**src/rtl/spi_frame_sender.sv**
```systemverilog
// SPI master (mode 0) that streams one frame from the pixel store to the display receiver.
// Per row: command 0xF0|row followed by every column's pixel word, MSB byte first.
// After the last row a single end command 0x10 tells the receiver to flip buffers.
// All SPI pins and control strobes are registered decodes of the next state.
module spi_frame_sender #(
  parameter int unsigned Segments = 1,
  parameter int unsigned Rows     = 8,
  parameter int unsigned Columns  = 32,
  parameter int unsigned ClkDiv   = 4,
  localparam int unsigned W       = Segments * 24,
  localparam int unsigned RowW    = (Rows > 1) ? $clog2(Rows) : 1,
  localparam int unsigned ColW    = (Columns > 1) ? $clog2(Columns) : 1
) (
  input  logic            clk_i,
  input  logic            rst_i,
  input  logic            start_i,
  output logic            busy_o,
  output logic            done_o,
  output logic            ren_o,
  output logic [RowW-1:0] rrow_o,
  output logic [ColW-1:0] rcol_o,
  input  logic [W-1:0]    rdata_i,
  output logic            sclk_o,
  output logic            ss_o,
  output logic            mosi_o,
  input  logic            miso_i
);

  localparam int unsigned Bytes = Segments * 3;
  localparam int unsigned ByteW = $clog2(Bytes) + 1;
  localparam int unsigned CntW  = $clog2(2 * ClkDiv) + 1;

  localparam logic [CntW-1:0]  CntHalf    = CntW'(ClkDiv);
  localparam logic [CntW-1:0]  CntTailEnd = CntW'(ClkDiv - 1);
  localparam logic [CntW-1:0]  CntBitEnd  = CntW'(2 * ClkDiv - 1);
  localparam logic [ByteW-1:0] LastByte   = ByteW'(Bytes - 1);
  localparam logic [RowW-1:0]  LastRow    = RowW'(Rows - 1);
  localparam logic [ColW-1:0]  LastCol    = ColW'(Columns - 1);

  localparam logic [3:0] StIdle   = 4'd0;
  localparam logic [3:0] StSel    = 4'd1;
  localparam logic [3:0] StFetch  = 4'd2;
  localparam logic [3:0] StLatch  = 4'd3;
  localparam logic [3:0] StShift  = 4'd4;
  localparam logic [3:0] StTail   = 4'd5;
  localparam logic [3:0] StGap    = 4'd6;
  localparam logic [3:0] StEndCmd = 4'd7;
  localparam logic [3:0] StFin    = 4'd8;

  // miso is part of the physical link but carries nothing this master needs.
  logic unused_miso;
  assign unused_miso = miso_i;

  logic [3:0]       state_q, state_d;
  logic [CntW-1:0]  cnt_q, cnt_d;     // phase counter within a bit / tail / gap
  logic [2:0]       bit_q, bit_d;     // bit index within the current byte
  logic [ByteW-1:0] byte_q, byte_d;   // byte index within the current pixel word
  logic [RowW-1:0]  row_q, row_d;
  logic [ColW-1:0]  col_q, col_d;
  logic [7:0]       sh_q, sh_d;       // byte on the wire, bit 7 drives mosi
  logic [W-1:0]     wsh_q, wsh_d;     // remaining bytes of the pixel word, MSB aligned
  logic             cmd_q, cmd_d;     // current byte is a command byte
  logic             end_q, end_d;     // current transaction is the end command

  logic sclk_q, sclk_d;
  logic ss_q, ss_d;
  logic mosi_q, mosi_d;
  logic busy_q, busy_d;
  logic done_q, done_d;
  logic ren_q, ren_d;

  // Next-state sequencing of the frame: rows, columns, bytes, bits and bit phases.
  always_comb begin
    state_d = state_q;
    cnt_d   = cnt_q;
    bit_d   = bit_q;
    byte_d  = byte_q;
    row_d   = row_q;
    col_d   = col_q;
    sh_d    = sh_q;
    wsh_d   = wsh_q;
    cmd_d   = cmd_q;
    end_d   = end_q;

    case (state_q)
      StIdle: begin
        if (start_i) begin
          row_d   = '0;
          col_d   = '0;
          end_d   = 1'b0;
          state_d = StSel;
        end
      end

      StSel: begin
        sh_d    = 8'hF0 | 8'(row_q);
        cmd_d   = 1'b1;
        bit_d   = '0;
        cnt_d   = '0;
        col_d   = '0;
        state_d = StShift;
      end

      StEndCmd: begin
        sh_d    = 8'h10;
        cmd_d   = 1'b1;
        end_d   = 1'b1;
        bit_d   = '0;
        cnt_d   = '0;
        state_d = StShift;
      end

      StFetch: begin
        state_d = StLatch;
      end

      // rdata is valid in this cycle: first byte goes straight to the shifter.
      StLatch: begin
        sh_d    = rdata_i[W-1 -: 8];
        wsh_d   = rdata_i << 8;
        byte_d  = '0;
        bit_d   = '0;
        cnt_d   = '0;
        cmd_d   = 1'b0;
        state_d = StShift;
      end

      StShift: begin
        if (cnt_q == CntBitEnd) begin
          cnt_d = '0;
          if (bit_q != 3'd7) begin
            bit_d = bit_q + 3'd1;
            sh_d  = {sh_q[6:0], 1'b0};
          end else begin
            bit_d = '0;
            if (cmd_q) begin
              state_d = end_q ? StTail : StFetch;
            end else if (byte_q != LastByte) begin
              byte_d = byte_q + ByteW'(1);
              sh_d   = wsh_q[W-1 -: 8];
              wsh_d  = wsh_q << 8;
            end else if (col_q != LastCol) begin
              col_d   = col_q + ColW'(1);
              state_d = StFetch;
            end else begin
              state_d = StTail;
            end
          end
        end else begin
          cnt_d = cnt_q + CntW'(1);
        end
      end

      StTail: begin
        if (cnt_q == CntTailEnd) begin
          cnt_d   = '0;
          state_d = StGap;
        end else begin
          cnt_d = cnt_q + CntW'(1);
        end
      end

      StGap: begin
        if (cnt_q == CntBitEnd) begin
          cnt_d = '0;
          if (end_q) begin
            state_d = StFin;
          end else if (row_q != LastRow) begin
            row_d   = row_q + RowW'(1);
            state_d = StSel;
          end else begin
            state_d = StEndCmd;
          end
        end else begin
          cnt_d = cnt_q + CntW'(1);
        end
      end

      StFin: begin
        row_d   = '0;
        col_d   = '0;
        state_d = StIdle;
      end

      default: begin
        state_d = StIdle;
      end
    endcase
  end

  // Output decode from the next state so every pin leaves a flop.
  always_comb begin
    ss_d   = (state_d == StShift) || (state_d == StFetch) ||
             (state_d == StLatch) || (state_d == StTail);
    sclk_d = (state_d == StShift) && (cnt_d >= CntHalf);
    // mosi only moves at the start of a bit; it holds through FETCH/LATCH/TAIL.
    if (state_d == StShift) begin
      mosi_d = sh_d[7];
    end else if (ss_d) begin
      mosi_d = mosi_q;
    end else begin
      mosi_d = 1'b0;
    end
    busy_d = (state_d != StIdle) && (state_d != StFin);
    done_d = (state_d == StFin);
    ren_d  = (state_d == StFetch);
  end

  // Sequencer state and datapath registers.
  always_ff @(posedge clk_i or posedge rst_i) begin
    if (rst_i) begin
      state_q <= StIdle;
      cnt_q   <= '0;
      bit_q   <= '0;
      byte_q  <= '0;
      row_q   <= '0;
      col_q   <= '0;
      sh_q    <= '0;
      wsh_q   <= '0;
      cmd_q   <= 1'b0;
      end_q   <= 1'b0;
    end else begin
      state_q <= state_d;
      cnt_q   <= cnt_d;
      bit_q   <= bit_d;
      byte_q  <= byte_d;
      row_q   <= row_d;
      col_q   <= col_d;
      sh_q    <= sh_d;
      wsh_q   <= wsh_d;
      cmd_q   <= cmd_d;
      end_q   <= end_d;
    end
  end

  // Registered SPI pins and control strobes.
  always_ff @(posedge clk_i or posedge rst_i) begin
    if (rst_i) begin
      sclk_q <= 1'b0;
      ss_q   <= 1'b0;
      mosi_q <= 1'b0;
      busy_q <= 1'b0;
      done_q <= 1'b0;
      ren_q  <= 1'b0;
    end else begin
      sclk_q <= sclk_d;
      ss_q   <= ss_d;
      mosi_q <= mosi_d;
      busy_q <= busy_d;
      done_q <= done_d;
      ren_q  <= ren_d;
    end
  end

  assign sclk_o = sclk_q;
  assign ss_o   = ss_q;
  assign mosi_o = mosi_q;
  assign busy_o = busy_q;
  assign done_o = done_q;
  assign ren_o  = ren_q;
  assign rrow_o = row_q;
  assign rcol_o = col_q;

endmodule

```
**config.mk**
```make
export PLATFORM = sky130hd
export DESIGN_NAME = spi_frame_sender
export DESIGN_NICKNAME = d
export VERILOG_FILES = /design/src/rtl/spi_frame_sender.sv
export SDC_FILE = /design/constraint.sdc
export NUM_CORES = 1
export LEC_CHECK = 0
export CORE_MARGIN = 3
export CORE_UTILIZATION = 54
export DETAILED_ROUTE_END_ITERATION = 6
export MAX_ROUTING_LAYER = met4
export PLACE_DENSITY = 0.79
export SLEW_MARGIN = 10
export SYNTH_ARGS = -nofsm -noshare
export SYNTH_HDL_FRONTEND = slang
export SYNTH_SLANG_ARGS = --single-unit
```
**constraint.sdc**
```tcl
create_clock -name clk_i -period 2.78 [get_ports clk_i]
set_clock_uncertainty 0.2 [all_clocks]
set_input_delay 0.278 -clock clk_i [delete_from_list [all_inputs] [get_ports clk_i]]
set_output_delay 0.278 -clock clk_i [all_outputs]
set_load 0.1 [all_outputs]
```
==> reports/metrics.yaml, run 1 <==
route:
  drc_errors: 0
  ant_nets: 0
  wl_per_cell_um: 15.3
  firstDrtPassIters: 4
  wl_mm: 6.18
  vias_per_cell: 5.83
  vias: 2355
  drtIter0Drc: 261
sta:
  maxSlewHeadroom_pct: 42.4
  finalSetupViolations: 0
  drv_slew: 0
  worst_slack_ns: 0.154
  layout_min_cycle_time_ns: 2.63
  fin_setup_tns_ns: 0
  clock.fmax_mhz: 381
  hold_violations: 0
  rsz0062_at_grt: "false"
  fin_crit_sh_pct: 94.5
  worst_hold_slack_ns: 0.0945
  tightestPinTransition_ns: 0.863
power:
  irDropWorstVdd_v: 0.000245
  total_leakage_power_nw: 1.66
  power_density_nw_per_um2: 378
global_routing:
  antenna_found_initial: 0
  met1_usage_pct: 28.8
  grt_usage_pct: 22.3
  globalRouteMet2Util_pct: 34.8
  grt_max_degree: 32
  busiest_layer: "met2"
  grt_pass1_vias: 2267
  grt_pass1_wl_mm: 10.6
  overflow: 0
  use_met3_pct: 5.56
critical_path:
  slowest_stage: "or4b_4"
  critPathBufInv: 0
  ff2ff_setup_slack_ns: 0.15
  ff2ff_path_depth: 9
  cp_cell_sequence: "ha_4 > and3_1 > ha_1 > or4b_4 > a21oi_2 > o211ai_2 > nand3_1 > o21ai_0 > a22o_1"
  cp-start-kind: "register"
  crit_family: "simple AND/OR/NAND/NOR gates"
  critical_path_class: "reg2reg"
  timing.rr.start: "rcol_o[1]$_DFFE_PP0P_"
  cp_data_arrival_time_ns: 2.64
  crit_required_ns: 2.79
  crit_fanout: 4
  endpoint_kind: "register"
  rr_endpoint: "mosi_o$_DFFE_PP0P_"
  cp_slowest_stage_delay_ns: 0.52
cts:
  cts_buffers: 5
  cts-hold-fix-buffers: 0
  clk_latency_ns: 0.33
  htreeDepth: 2
  cts_buffer_depth: 2
  path_clk_slew_ns: 0.11
  root_buffer: "clkbuf_8"
  post_cts_resized: 0
  cts_tree: "done"
  cts_setup_buffers: 0
  cts.sinks: 54
yosys:
  yosysWarnings: 0
  synth-simple-area-share_pct: 20.0
  yosys.cell_types.count: 54
  syn_inst: 290
  synthesis.area_um2: 2860
  yosysMostFrequentCell: "dfrtp_1"
  seq_area_frac_synth_pct: 47.3
  synth.top_cell.area_share_pct: 47.3
  ys_top_cells_by_area: "dfrtp_1 (47%), ha_1 (4.4%), nand2_1 (4.3%)"
  synthFlopType: "dfrtp_1"
  synthMuxAreaShare_pct: 5.48
  synthXorXnorAreaFrac_pct: 0.307
  synth_edf_count: 0
  synth-compound-area-share_pct: 18.6
  synth_top_family_by_area: "simple AND/OR/NAND/NOR gates"
  synthArstFlopShare_pct: 100
  yosys.area.top_type: "dfrtp_1"
  ys_ff_latch: 54
  ys_top_cells_by_count: "dfrtp_1 (54), nand2_1 (33), nor2_1 (24)"
  avgSynthCellArea_um2: 9.85
  synthAdderAreaFrac_pct: 4.38
  synthesis.nets: 328
die:
  rows: 25
  die_area_um2: 6200
  die_y_um: 78.7
  start_util_pct: 58.2
  ios: 42
  coreArea_um2: 4910
  die_w_um: 78.7
final_layout:
  num-nets-final: 374
  fillCellCount: 397
  syn2layout_area_growth_pct: 21.3
  multi_input_area_um2: 1420
  seqCellArea_um2: 1360
  finalInstanceArea_um2: 3470
  drive_above_1_share_pct: 16.9
  n_antenna_cell: 0
  stdcell_count: 404
placed_design:
  hpwl_mm: 4.63
  gp_congestion: 0.934
  place_ws_ns: 0.170
  placed_area_um2: 3370
  portBuffers: 40
  dp.cells: 396
flow_run:
  max_cap_violations: 0
status:
  status: "finished, final reports clean"
min_path:
  holdCritPathClass: "in2async"
## registers in the layout (all words and copies together), names as in the netlist, named ones only
| name | flops |
|---|---|
| bit_q | 3 |
| busy_o | 1 |
| byte_q | 3 |
| cmd_q | 1 |
| cnt_q | 3 |
| done_o | 1 |
| end_q | 1 |
| mosi_o | 1 |
| rcol_o | 5 |
| ren_o | 1 |
| rrow_o | 3 |
| sclk_o | 1 |
| sh_q | 8 |
| ss_o | 1 |
| state_q | 4 |
| wsh_q | 16 |
## per-layer routing
layer | part of all wire (%) | up-vias
li1 | - | 1144
met1 | 46 | 1138
met2 | 48 | 62
met3 | 4.7 | 11
met4 | 1.7 | 0
met5 | 0 | -
## metrics by stage
stage / utilization [%] / power (mW)
3_5_place_dp: 68.6 / 0.859
2_1_floorplan: - / 0.813
3_3_place_gp: 68.6 / 0.859
5_1_grt: 70.6 / 1.37
4_1_cts: 70.6 / 1.32
6_report: 70.6 / 1.31
## how the worst max path moves through the flow
stage / start / end / slack, ns / depth (start not counted)
floorplan: rcol_o[0]$_DFFE_PP0P_ / mosi_o$_DFFE_PP0P_ / 0.008 / 9
global placement: rcol_o[0]$_DFFE_PP0P_ / mosi_o$_DFFE_PP0P_ / 0.19 / 9
detailed placement: rcol_o[0]$_DFFE_PP0P_ / mosi_o$_DFFE_PP0P_ / 0.17 / 9
CTS: rcol_o[0]$_DFFE_PP0P_ / mosi_o$_DFFE_PP0P_ / 0.15 / 9
global route: rcol_o[0]$_DFFE_PP0P_ / mosi_o$_DFFE_PP0P_ / 0.006 / 9
finish: rcol_o[1]$_DFFE_PP0P_ / mosi_o$_DFFE_PP0P_ / 0.15 / 9
## logic make-up (layout without fill, tap and decap cells)
family / after synthesis / count (layout)
fa+ha+maj: 10 / 10
xor+xnor: 1 / 1
flops: 54 / 54
mux: 15 / 15
compound gates: 78 / 78
buf+inv: 24 / 71
simple gates: 108 / 108
## layout make-up
cell class	instances	area share, %
multi-input combinational	212	40.9
sequential	54	39.1
timing repair buffer	52	13.5
tap	67	2.42
clock buffer	5	1.99
inverter	11	1.19
clock inverter	3	0.830
## power breakdown
group / switching (mW) / internal [mW] / leakage (nW)
clock: 0.281 / 0.189 / 0.0506
combinational: 0.0214 / 0.0354 / 0.937
sequential: 0 / 0.785 / 0.670
total: 0.303 / 1.01 / 1.66
## placed cells by master, fill, tap and decap left out, types with 3 or more instances in the layout
master | synthesis | routed
a211oi_1 | 4 | 4
a21o_1 | 3 | 3
a21oi_1 | 14 | 13
a221o_1 | 3 | 3
a222oi_1 | 4 | 4
a22o_1 | 9 | 9
and3_1 | 3 | 3
buf_4 | 0 | 25
clkbuf_8 | 0 | 5
clkdlybuf4s50_1 | 0 | 26
dfrtp_1 | 54 | 50
dfrtp_2 | 0 | 4
ha_1 | 10 | 9
inv_1 | 11 | 10
mux2_2 | 5 | 5
mux2i_1 | 10 | 10
nand2_1 | 33 | 33
nand2b_1 | 6 | 6
nand3_1 | 6 | 6
nor2_1 | 24 | 24
nor2b_1 | 6 | 6
nor3_1 | 8 | 8
o21a_1 | 3 | 3
o21ai_0 | 23 | 23
No activity file was read; power rests on OpenSTA's default activity.
==> inputs of run 2 (changes only) <==
Settings changed: SETUP_SLACK_MARGIN set to 0.5.
==> run 2 against run 1 <==
Against the previous run:
- via count rose by 3.9%
- flip-flop and latch count unchanged
- sequential power hardly changed
- global-route usage grew 0.82 points
- die area unchanged
- non-clock buffer count increased by 12
- cell count grew 3.0%
- count of clock-buffer cells in the layout unchanged
- design area up 4.6%
- first-iteration DRC count shrank 23%
- sequential share of layout area down 1.6 points
- setup slack improved by 0.17 ns
==> reports/metrics.yaml, run 2 (synthesized netlist as in run 1, its figures left out) <==
critical_path:
  slowest_stage: "or4b_4"
  cp_data_arrival_time_ns: 2.46
  cp_slowest_stage_delay_ns: 0.52
  endpoint_kind: "register"
  ff2ff_setup_slack_ns: 0.33
  crit_fanout: 3
  crit_required_ns: 2.79
  ff2ff_path_depth: 7
  crit_path_frequent_cell: "ha_4"
  cp-start-kind: "register"
  cp_cell_sequence: "ha_4 > and3_4 > ha_4 > or4b_4 > a21oi_4 > o211ai_2 > or3_1"
  critical_path_class: "reg2reg"
die:
  coreArea_um2: 4910
  die_area_um2: 6200
  ios: 42
  die_y_um: 78.7
  rows: 25
  die_w_um: 78.7
  start_util_pct: 58.2
global_routing:
  grt_usage_pct: 23.1
  overflow: 0
  antenna_found_initial: 0
  grt_max_degree: 29
  grt_pass1_vias: 2378
  grt_pass1_wl_mm: 11.0
cts:
  cts_buffers: 5
  cts_tree: "done"
  clk_latency_ns: 0.32
  cts.sinks: 54
  path_clk_slew_ns: 0.11
  cts_buffer_depth: 2
  htreeDepth: 2
  root_buffer: "clkbuf_8"
sta:
  fin_setup_tns_ns: 0
  clock.fmax_mhz: 408
  worst_hold_slack_ns: 0.113
  fin_crit_sh_pct: 88.2
  rsz0062_at_grt: "true"
  hold_violations: 0
  drv_slew: 0
  finalSetupViolations: 0
  layout_min_cycle_time_ns: 2.45
  maxSlewHeadroom_pct: 63.6
  tightestPinTransition_ns: 0.546
route:
  drc_errors: 0
  wl_mm: 6.69
  drtIter0Drc: 202
  firstDrtPassIters: 6
  wl_per_cell_um: 16.1
  ant_nets: 0
  vias: 2448
  vias_per_cell: 5.88
placed_design:
  hpwl_mm: 4.71
  gp_congestion: 0.916
  portBuffers: 40
final_layout:
  n_antenna_cell: 0
  layout_commonest_cell: "dfrtp_1"
  fillCellCount: 341
  mostFrequentLayoutCells: "dfrtp_1 (47), buf_4 (37), nand2_1 (32)"
  num-nets-final: 386
  largest_register_ffs: 16
  drive_above_1_share_pct: 24.9
  largest_register: "wsh_q"
  syn2layout_area_growth_pct: 26.9
flow_run:
  max_cap_violations: 0
power:
  total_leakage_power_nw: 1.72
  power_density_nw_per_um2: 364
  irDropWorstVdd_v: 0.000257
min_path:
  holdCritPathClass: "in2async"
status:
  status: "finished, final reports clean"
==> run 2: changes by cell type in the layout (fill, tap and decap cells not counted), sizes merged <==
cell,delta
inv,+1
buf,+12
clkinv,-1
==> run 2: critical path: cells and delay by family, from the launching register on <==
| family | cells | cell delay [ns] |
|---|---|---|
| AO/OA/AOI/OAI | 2 | 0.29 |
| adder cells (fa/ha/maj) | 2 | 0.31 |
| flip-flops | 1 | 0.44 |
| AND/OR/NAND/NOR | 3 | 1.09 |
==> run 2: metal layers <==
layer	global-route usage, %	wire length (µm)	vias up
met5	-	0	-
met4	6.29	82	0
met3	4.08	357	9
met2	37.5	3300	95
met1	30.1	2960	1170
li1	-	-	1174
==> run 2: repair_timing <==
item | 4_1_cts | 5_1_grt
cloned | 0 | 0
pin swaps | 8 | 6
buffers inserted | 6 | 5
endpoints found under the setup margin | 26 | 37
resized for setup | 6 | 11
hold buffers | 0 | 0
==> run 2: layout make-up <==
class	count	area [µm²]	share of cell area, %
Timing Repair Buffer	64	549	15.1
Tap cell	67	83.8	2.31
Sequential cell	54	1360	37.5
Inverter	11	41.3	1.14
Clock inverter	3	26.3	0.725
Clock buffer	5	68.8	1.90
Multi-Input combinational cell	212	1500	41.3
==> run 2: worst paths after layout <==
path / startpoint / to
min in group clk_i: wsh_q[18]$_DFFE_PP0P_ / wsh_q[18]$_DFFE_PP0P_
max in group asynchronous: rst_i / rcol_o[0]$_DFFE_PP0P_
worst max-delay path: rcol_o[0]$_DFFE_PP0P_ / busy_o$_DFF_PP0_
worst min-delay path: rst_i / rrow_o[1]$_DFFE_PP0P_
worst min register to register: wsh_q[18]$_DFFE_PP0P_ / wsh_q[18]$_DFFE_PP0P_
worst max register to register: rcol_o[0]$_DFFE_PP0P_ / busy_o$_DFF_PP0_
==> run 2: per-stage QoR <==
stage	total power [mW]	setup slack [ns]	utilization [%]	instances	area, µm²
finish	1.32	0.328	73.8	416	3630
global route	1.36	0.279	73.8	416	3630
CTS	1.32	0.304	72.2	411	3550
detailed placement	0.858	0.304	69.0	397	3390
global placement	0.858	0.317	69.0	397	3390
floorplan	0.813	0.122	-	290	2910
==> run 2: report_power, final <==
| part | switching (mW) | leakage, nW | internal [mW] |
|---|---|---|---|
| Sequential | 0 | 0.667 | 0.785 |
| Combinational | 0.0222 | 0.999 | 0.0345 |
| Clock | 0.289 | 0.0495 | 0.188 |
